`config.mk`:
```
export PLATFORM = sky130hd
export DESIGN_NAME = div_nbits_seq_flat
export DESIGN_NICKNAME = d
export VERILOG_FILES = /design/src/rtl/div_nbits_seq_if.sv /design/src/rtl/div_nbits_seq.sv /design/src/flat_wrapper.sv
export SDC_FILE = /design/constraint.sdc
export NUM_CORES = 1
export LEC_CHECK = 0
export CAP_MARGIN = 20
export CORE_ASPECT_RATIO = 0.5
export CORE_MARGIN = 10
export CORE_UTILIZATION = 45
export CTS_CLUSTER_DIAMETER = 200
export DETAILED_ROUTE_END_ITERATION = 10
export PLACE_DENSITY = 0.69
export SYNTH_ARGS = -nofsm -noshare
export SYNTH_HDL_FRONTEND = slang
export SYNTH_SLANG_ARGS = --single-unit
export TNS_END_PERCENT = 20
```
`constraint.sdc`:
```
create_clock -name clk_i -period 4 [get_ports clk_i]
set_input_delay 0.6 -clock clk_i [delete_from_list [all_inputs] [get_ports clk_i]]
set_output_delay 0.6 -clock clk_i [all_outputs]
set_load 0.05 [all_outputs]
```
`src/rtl/div_nbits_seq_if.sv`:
```
// Start/done handshake and operand/result bus for the iterative divider.
// The master drives the operands; the slave returns the registered results.
interface div_nbits_seq_if #(
    parameter int width = 8
);
    logic             start_i;
    logic [width-1:0] a_i;
    logic [width-1:0] b_i;
    logic [width-1:0] q_o;
    logic [width-1:0] r_o;
    logic             busy_o;
    logic             done_o;
    logic             div0_o;

    modport master (
        output start_i, a_i, b_i,
        input  q_o, r_o, busy_o, done_o, div0_o
    );

    modport slave (
        input  start_i, a_i, b_i,
        output q_o, r_o, busy_o, done_o, div0_o
    );
endinterface

```
`src/rtl/div_nbits_seq.sv`:
```
// Iterative unsigned restoring divider: one trial subtraction per cycle.
// A start/done handshake exposes the width-cycle latency; division by zero finishes at once.
module div_nbits_seq #(
    parameter int width = 8
) (
    input  logic           clk_i,
    input  logic           rst_i,
    div_nbits_seq_if.slave bus
);
    localparam int CNT_W = $clog2(width + 1);
    localparam logic [CNT_W-1:0] LAST = CNT_W'(width - 1);

    typedef enum logic [1:0] {
        IDLE = 2'b00,
        RUN  = 2'b01,
        DONE = 2'b10
    } state_t;

    state_t           state_r, state_s;
    logic [width:0]   rem_r, rem_s;
    logic [width-1:0] quo_r, quo_s;
    logic [width-1:0] b_r, b_s;
    logic [CNT_W-1:0] cnt_r, cnt_s;
    logic [width-1:0] q_r, q_s;
    logic [width-1:0] r_r, r_s;
    logic             div0_r, div0_s;
    logic             busy_r, done_r;
    logic [width+1:0] shifted_s;
    logic [width+1:0] trial_s;
    logic             borrow_s;

    // Trial subtraction on the shifted partial remainder; the extra top bit catches the borrow.
    always_comb begin
        shifted_s = {rem_r, quo_r[width-1]};
        trial_s   = shifted_s - {2'b00, b_r};
        borrow_s  = trial_s[width+1];
    end

    // Next-state and datapath update for the IDLE/RUN/DONE sequencer.
    always_comb begin
        state_s = state_r;
        rem_s   = rem_r;
        quo_s   = quo_r;
        b_s     = b_r;
        cnt_s   = cnt_r;
        q_s     = q_r;
        r_s     = r_r;
        div0_s  = div0_r;
        case (state_r)
            IDLE: begin
                if (bus.start_i) begin
                    if (bus.b_i != {width{1'b0}}) begin
                        // The dividend enters through quo and shifts out as quotient bits shift in.
                        b_s     = bus.b_i;
                        rem_s   = {(width + 1){1'b0}};
                        quo_s   = bus.a_i;
                        cnt_s   = {CNT_W{1'b0}};
                        state_s = RUN;
                    end else begin
                        q_s     = {width{1'b1}};
                        r_s     = bus.a_i;
                        div0_s  = 1'b1;
                        state_s = DONE;
                    end
                end else begin
                    state_s = IDLE;
                end
            end
            RUN: begin
                if (borrow_s) begin
                    rem_s = shifted_s[width:0];
                end else begin
                    rem_s = trial_s[width:0];
                end
                quo_s = {quo_r[width-2:0], ~borrow_s};
                cnt_s = cnt_r + CNT_W'(1);
                if (cnt_r == LAST) begin
                    q_s     = quo_s;
                    r_s     = rem_s[width-1:0];
                    div0_s  = 1'b0;
                    state_s = DONE;
                end else begin
                    state_s = RUN;
                end
            end
            DONE: begin
                state_s = IDLE;
            end
            default: begin
                state_s = IDLE;
            end
        endcase
    end

    // State, datapath and output registers; reset aborts any division in flight.
    always_ff @(posedge clk_i) begin
        if (rst_i) begin
            state_r <= IDLE;
            rem_r   <= {(width + 1){1'b0}};
            quo_r   <= {width{1'b0}};
            b_r     <= {width{1'b0}};
            cnt_r   <= {CNT_W{1'b0}};
            q_r     <= {width{1'b0}};
            r_r     <= {width{1'b0}};
            div0_r  <= 1'b0;
            busy_r  <= 1'b0;
            done_r  <= 1'b0;
        end else begin
            state_r <= state_s;
            rem_r   <= rem_s;
            quo_r   <= quo_s;
            b_r     <= b_s;
            cnt_r   <= cnt_s;
            q_r     <= q_s;
            r_r     <= r_s;
            div0_r  <= div0_s;
            busy_r  <= (state_s == RUN);
            done_r  <= (state_s == DONE);
        end
    end

    assign bus.q_o    = q_r;
    assign bus.r_o    = r_r;
    assign bus.div0_o = div0_r;
    assign bus.busy_o = busy_r;
    assign bus.done_o = done_r;
endmodule

```
`src/flat_wrapper.sv`:
```
// flat-port wrapper written by rule: the top's interface ports become plain ports
module div_nbits_seq_flat 
#(
    parameter int width = 8
)
  (clk_i, rst_i, bus_start_i, bus_a_i, bus_b_i, bus_q_o, bus_r_o, bus_busy_o, bus_done_o, bus_div0_o);
  div_nbits_seq_if #(.width(width)) bus_i ();
  input  logic clk_i;
  input  logic rst_i;
  input wire logic [$bits(bus_i.start_i)-1:0] bus_start_i;
  input wire logic [$bits(bus_i.a_i)-1:0] bus_a_i;
  input wire logic [$bits(bus_i.b_i)-1:0] bus_b_i;
  output wire logic [$bits(bus_i.q_o)-1:0] bus_q_o;
  output wire logic [$bits(bus_i.r_o)-1:0] bus_r_o;
  output wire logic [$bits(bus_i.busy_o)-1:0] bus_busy_o;
  output wire logic [$bits(bus_i.done_o)-1:0] bus_done_o;
  output wire logic [$bits(bus_i.div0_o)-1:0] bus_div0_o;
  assign bus_i.start_i = bus_start_i;
  assign bus_i.a_i = bus_a_i;
  assign bus_i.b_i = bus_b_i;
  assign bus_q_o = bus_i.q_o;
  assign bus_r_o = bus_i.r_o;
  assign bus_busy_o = bus_i.busy_o;
  assign bus_done_o = bus_i.done_o;
  assign bus_div0_o = bus_i.div0_o;
  div_nbits_seq #(.width(width)) u_core (.clk_i(clk_i), .rst_i(rst_i), .bus(bus_i));
endmodule
```
==> flow_metrics.tcl <==
set metrics [dict create \
    cp_slowest_cell "a211oi_2" \
    synth_nets 322 \
    ant_nets 0 \
    ios 38 \
    core_mm2 0.005090 \
    totalWireLength_mm 6.013 \
    endpoint "u_core.bus.r_o[1]$_SDFFE_PP0P_" \
    grtUsageTotal_pct 13.91 \
    routed_via_density 5.462 \
    cp.depth 8 \
    critPathMaxFanout 7 \
    cts_setup_buffers 0 \
    drv_cap 0 \
    synth_ff_type "dfxtp_1" \
    vias 2163 \
    die_width_um 124.1 \
    drive_gt1_share_pct 5.828 \
    gp_congestion 0.8363 \
    dr.pass1.iters 5 \
    period_minus_slack_ps 2718 \
    drv_slew 0 \
    cts_num_sinks 50 \
    pre_cts_ws_ps 1182 \
    status "completed" \
    overflow 0 \
    yosysTopAreaCellShare_pct 41.03 \
    fin_ws_ps 1282 \
    critPathLaunch "u_core.b_r[1]$_SDFFE_PP0P_" \
    layout_commonest_cell "dfxtp_1" \
    r2r_slack_ps 1280 \
    synth_edf_count 0 \
    cts_tree "yes" \
    r2r_start "u_core.b_r[1]$_SDFFE_PP0P_" \
    grt_first_pass_wirelength_mm 10.13 \
    ir_drop_uv 169.4 \
    initial_core_util_pct 47.94 \
    cts_made_buffers 5 \
    cp-end-kind "flop" \
    worstSetupPathType "flop to flop" \
    clock_skew_ps 7.365 \
    antenna_found_initial 0 \
    die_y_um 72.07 \
    critPathMaxStageDelay_ps 580 \
    synth.distinct_cells 44 \
    syn_avg_cell_area_um2 8.327 \
    clk_latency_ps 310 \
    cp.required_ps 4230 \
    cts_buffer_depth 2 \
    antenna_cells 0 \
    yosys_warnings 0 \
    worst_pin_slew_ps 766.9 \
    fin_util_pct 58.09 \
    reg2reg_depth 8 \
    p_leak_nw 1.133 \
    cts_max_level 2 \
    path_cells "inv_1 > ha_1 > nor2b_1 > o2111a_2 > o211a_1 > a211oi_2 > mux2_2 > a311oi_1" \
    final_nets 354 \
    clk_transition_reported_paths_ps 90 \
    hp-class "flop to flop" \
    die_area_mm2 0.008946 \
    grt_max_degree 32 \
    seq_area_frac_synth_pct 41.03 \
    setup_viol_count_final 0 \
    drtIter0Drc 204 \
    hold_path_depth 2 \
    fin_area_mm2 0.002957 \
    rows 18 \
    period_share_pct 67.95 \
    avgRoutedWirePerCell_um 15.18 \
    critPathArrivalTime_ps 2940 \
    cts_resized 0 \
    cp-start-kind "flop" \
    io_buffer_count 37 \
    placed_area_mm2 0.002864 \
    hold_buffers 0 \
    relSlewSlack_pct 48.72 \
    grt_pass1_vias 2047 \
    crit_family "compound AO/OA/AOI/OAI gates" \
    synth_cells 293 \
    yosysTopAreaCell "dfxtp_1" \
    report.power.total_mw 1.188 \
    syn_to_final_growth_pct 21.18 \
    hpwl_mm 4.620 \
    max_freq_mhz 367.9 \
    netlist_area_mm2 0.002440 \
    rsz0062_at_grt "false" \
    p_per_area_mw_per_mm2 401.7 \
    drc_errors 0 \
    synth-async-reset-ratio_pct 0 \
    root_buffer "clkbuf_8" \
    final_cell_mix "dfxtp_1, nor2_1, clkdlybuf4s50_1" \
    crit_buf_inv 1 \
    synth-seq-cells 50 \
    synth_area_leaders "dfxtp_1, nor2_1, mux2i_1, nand2_1, a311oi_1" \
    r2r_end "u_core.bus.r_o[1]$_SDFFE_PP0P_" \
    hold_viol 0 \
    finalSetupTns_ps 0 \
]
## routing by layer
layer	vias up	part of all wire, %	GRT usage [%]
li1	1097	-	-
met1	1020	48	18.59
met2	40	46	22.27
met3	6	5.6	3.012
met4	0	0.98	3.426
met5	-	0	0
## state kept, by name, indices dropped and copies added (netlist names)
signal / flops
u_core.bus.div0_o: 1
u_core.bus.r_o: 8
u_core.rem_r: 9
u_core.bus.q_o: 8
u_core.quo_r: 8
u_core.b_r: 8
u_core.bus.busy_o: 1
u_core.bus.done_o: 1
u_core.cnt_r: 4
u_core.state_r: 2
## report_power, final
part           leakage, nW  switching, mW  internal, mW
clock               0.0408          0.178         0.125
sequential           0.407         0.0204         0.525
combinational        0.685          0.197         0.143
total                 1.13          0.395         0.793
## final cells by class
class                      count  area, um^2
clock buffer                   5       68.82
clock inverter                 3       23.77
fill                         477        2133
inverter                      10       37.54
multi-input combinational    216        1330
sequential                    50        1001
tap                           70       87.58
timing repair buffer          42       407.9
## stage by stage
stage          hold WS, ps  instances
4_1_cts              477.9        396
6_report             476.6        396
2_1_floorplan        448.4        293
3_5_place_dp         464.8        388
3_3_place_gp         461.3        388
5_1_grt              512.5        396
## cell families after synthesis
family / Yosys count / synth area share, %
adder cells (fa/ha/maj): 10 / 5.436
buffers and inverters: 27 / 4.461
flip-flops: 50 / 41.03
multiplexers: 17 / 7.230
XOR/XNOR: 3 / 1.077
AO/OA/AOI/OAI: 58 / 17.03
AND/OR/NAND/NOR: 128 / 23.74
## tightest hold or removal path: stages, from the launching register on
cell     delay (ps)
dfxtp_1         330
nand2_1          60
a21oi_1          50
## cells in the mapped netlist, types with 6 or more instances
| cell | n |
|---|---|
| dfxtp_1 | 50 |
| nor2_1 | 49 |
| nand2_1 | 32 |
| a21oi_1 | 15 |
| clkbuf_1 | 15 |
| mux2i_1 | 15 |
| nor3_1 | 15 |
| a311oi_1 | 13 |
| inv_1 | 10 |
| ha_1 | 9 |
| and2_1 | 6 |
| nand3_1 | 6 |
## worst min path at each step
stage	slack, ps	start	endpoint
after floorplan	450	u_core.rem_r[2]$_SDFFE_PP0P_	u_core.rem_r[2]$_SDFFE_PP0P_
after global placement	460	u_core.rem_r[4]$_SDFFE_PP0P_	u_core.rem_r[4]$_SDFFE_PP0P_
after detailed placement	460	u_core.rem_r[3]$_SDFFE_PP0P_	u_core.rem_r[3]$_SDFFE_PP0P_
after CTS	480	u_core.rem_r[3]$_SDFFE_PP0P_	u_core.rem_r[3]$_SDFFE_PP0P_
after global routing	510	u_core.rem_r[3]$_SDFFE_PP0P_	u_core.rem_r[3]$_SDFFE_PP0P_
final	480	u_core.rem_r[3]$_SDFFE_PP0P_	u_core.rem_r[3]$_SDFFE_PP0P_
Note: power is estimated with default switching activity, not from simulation.
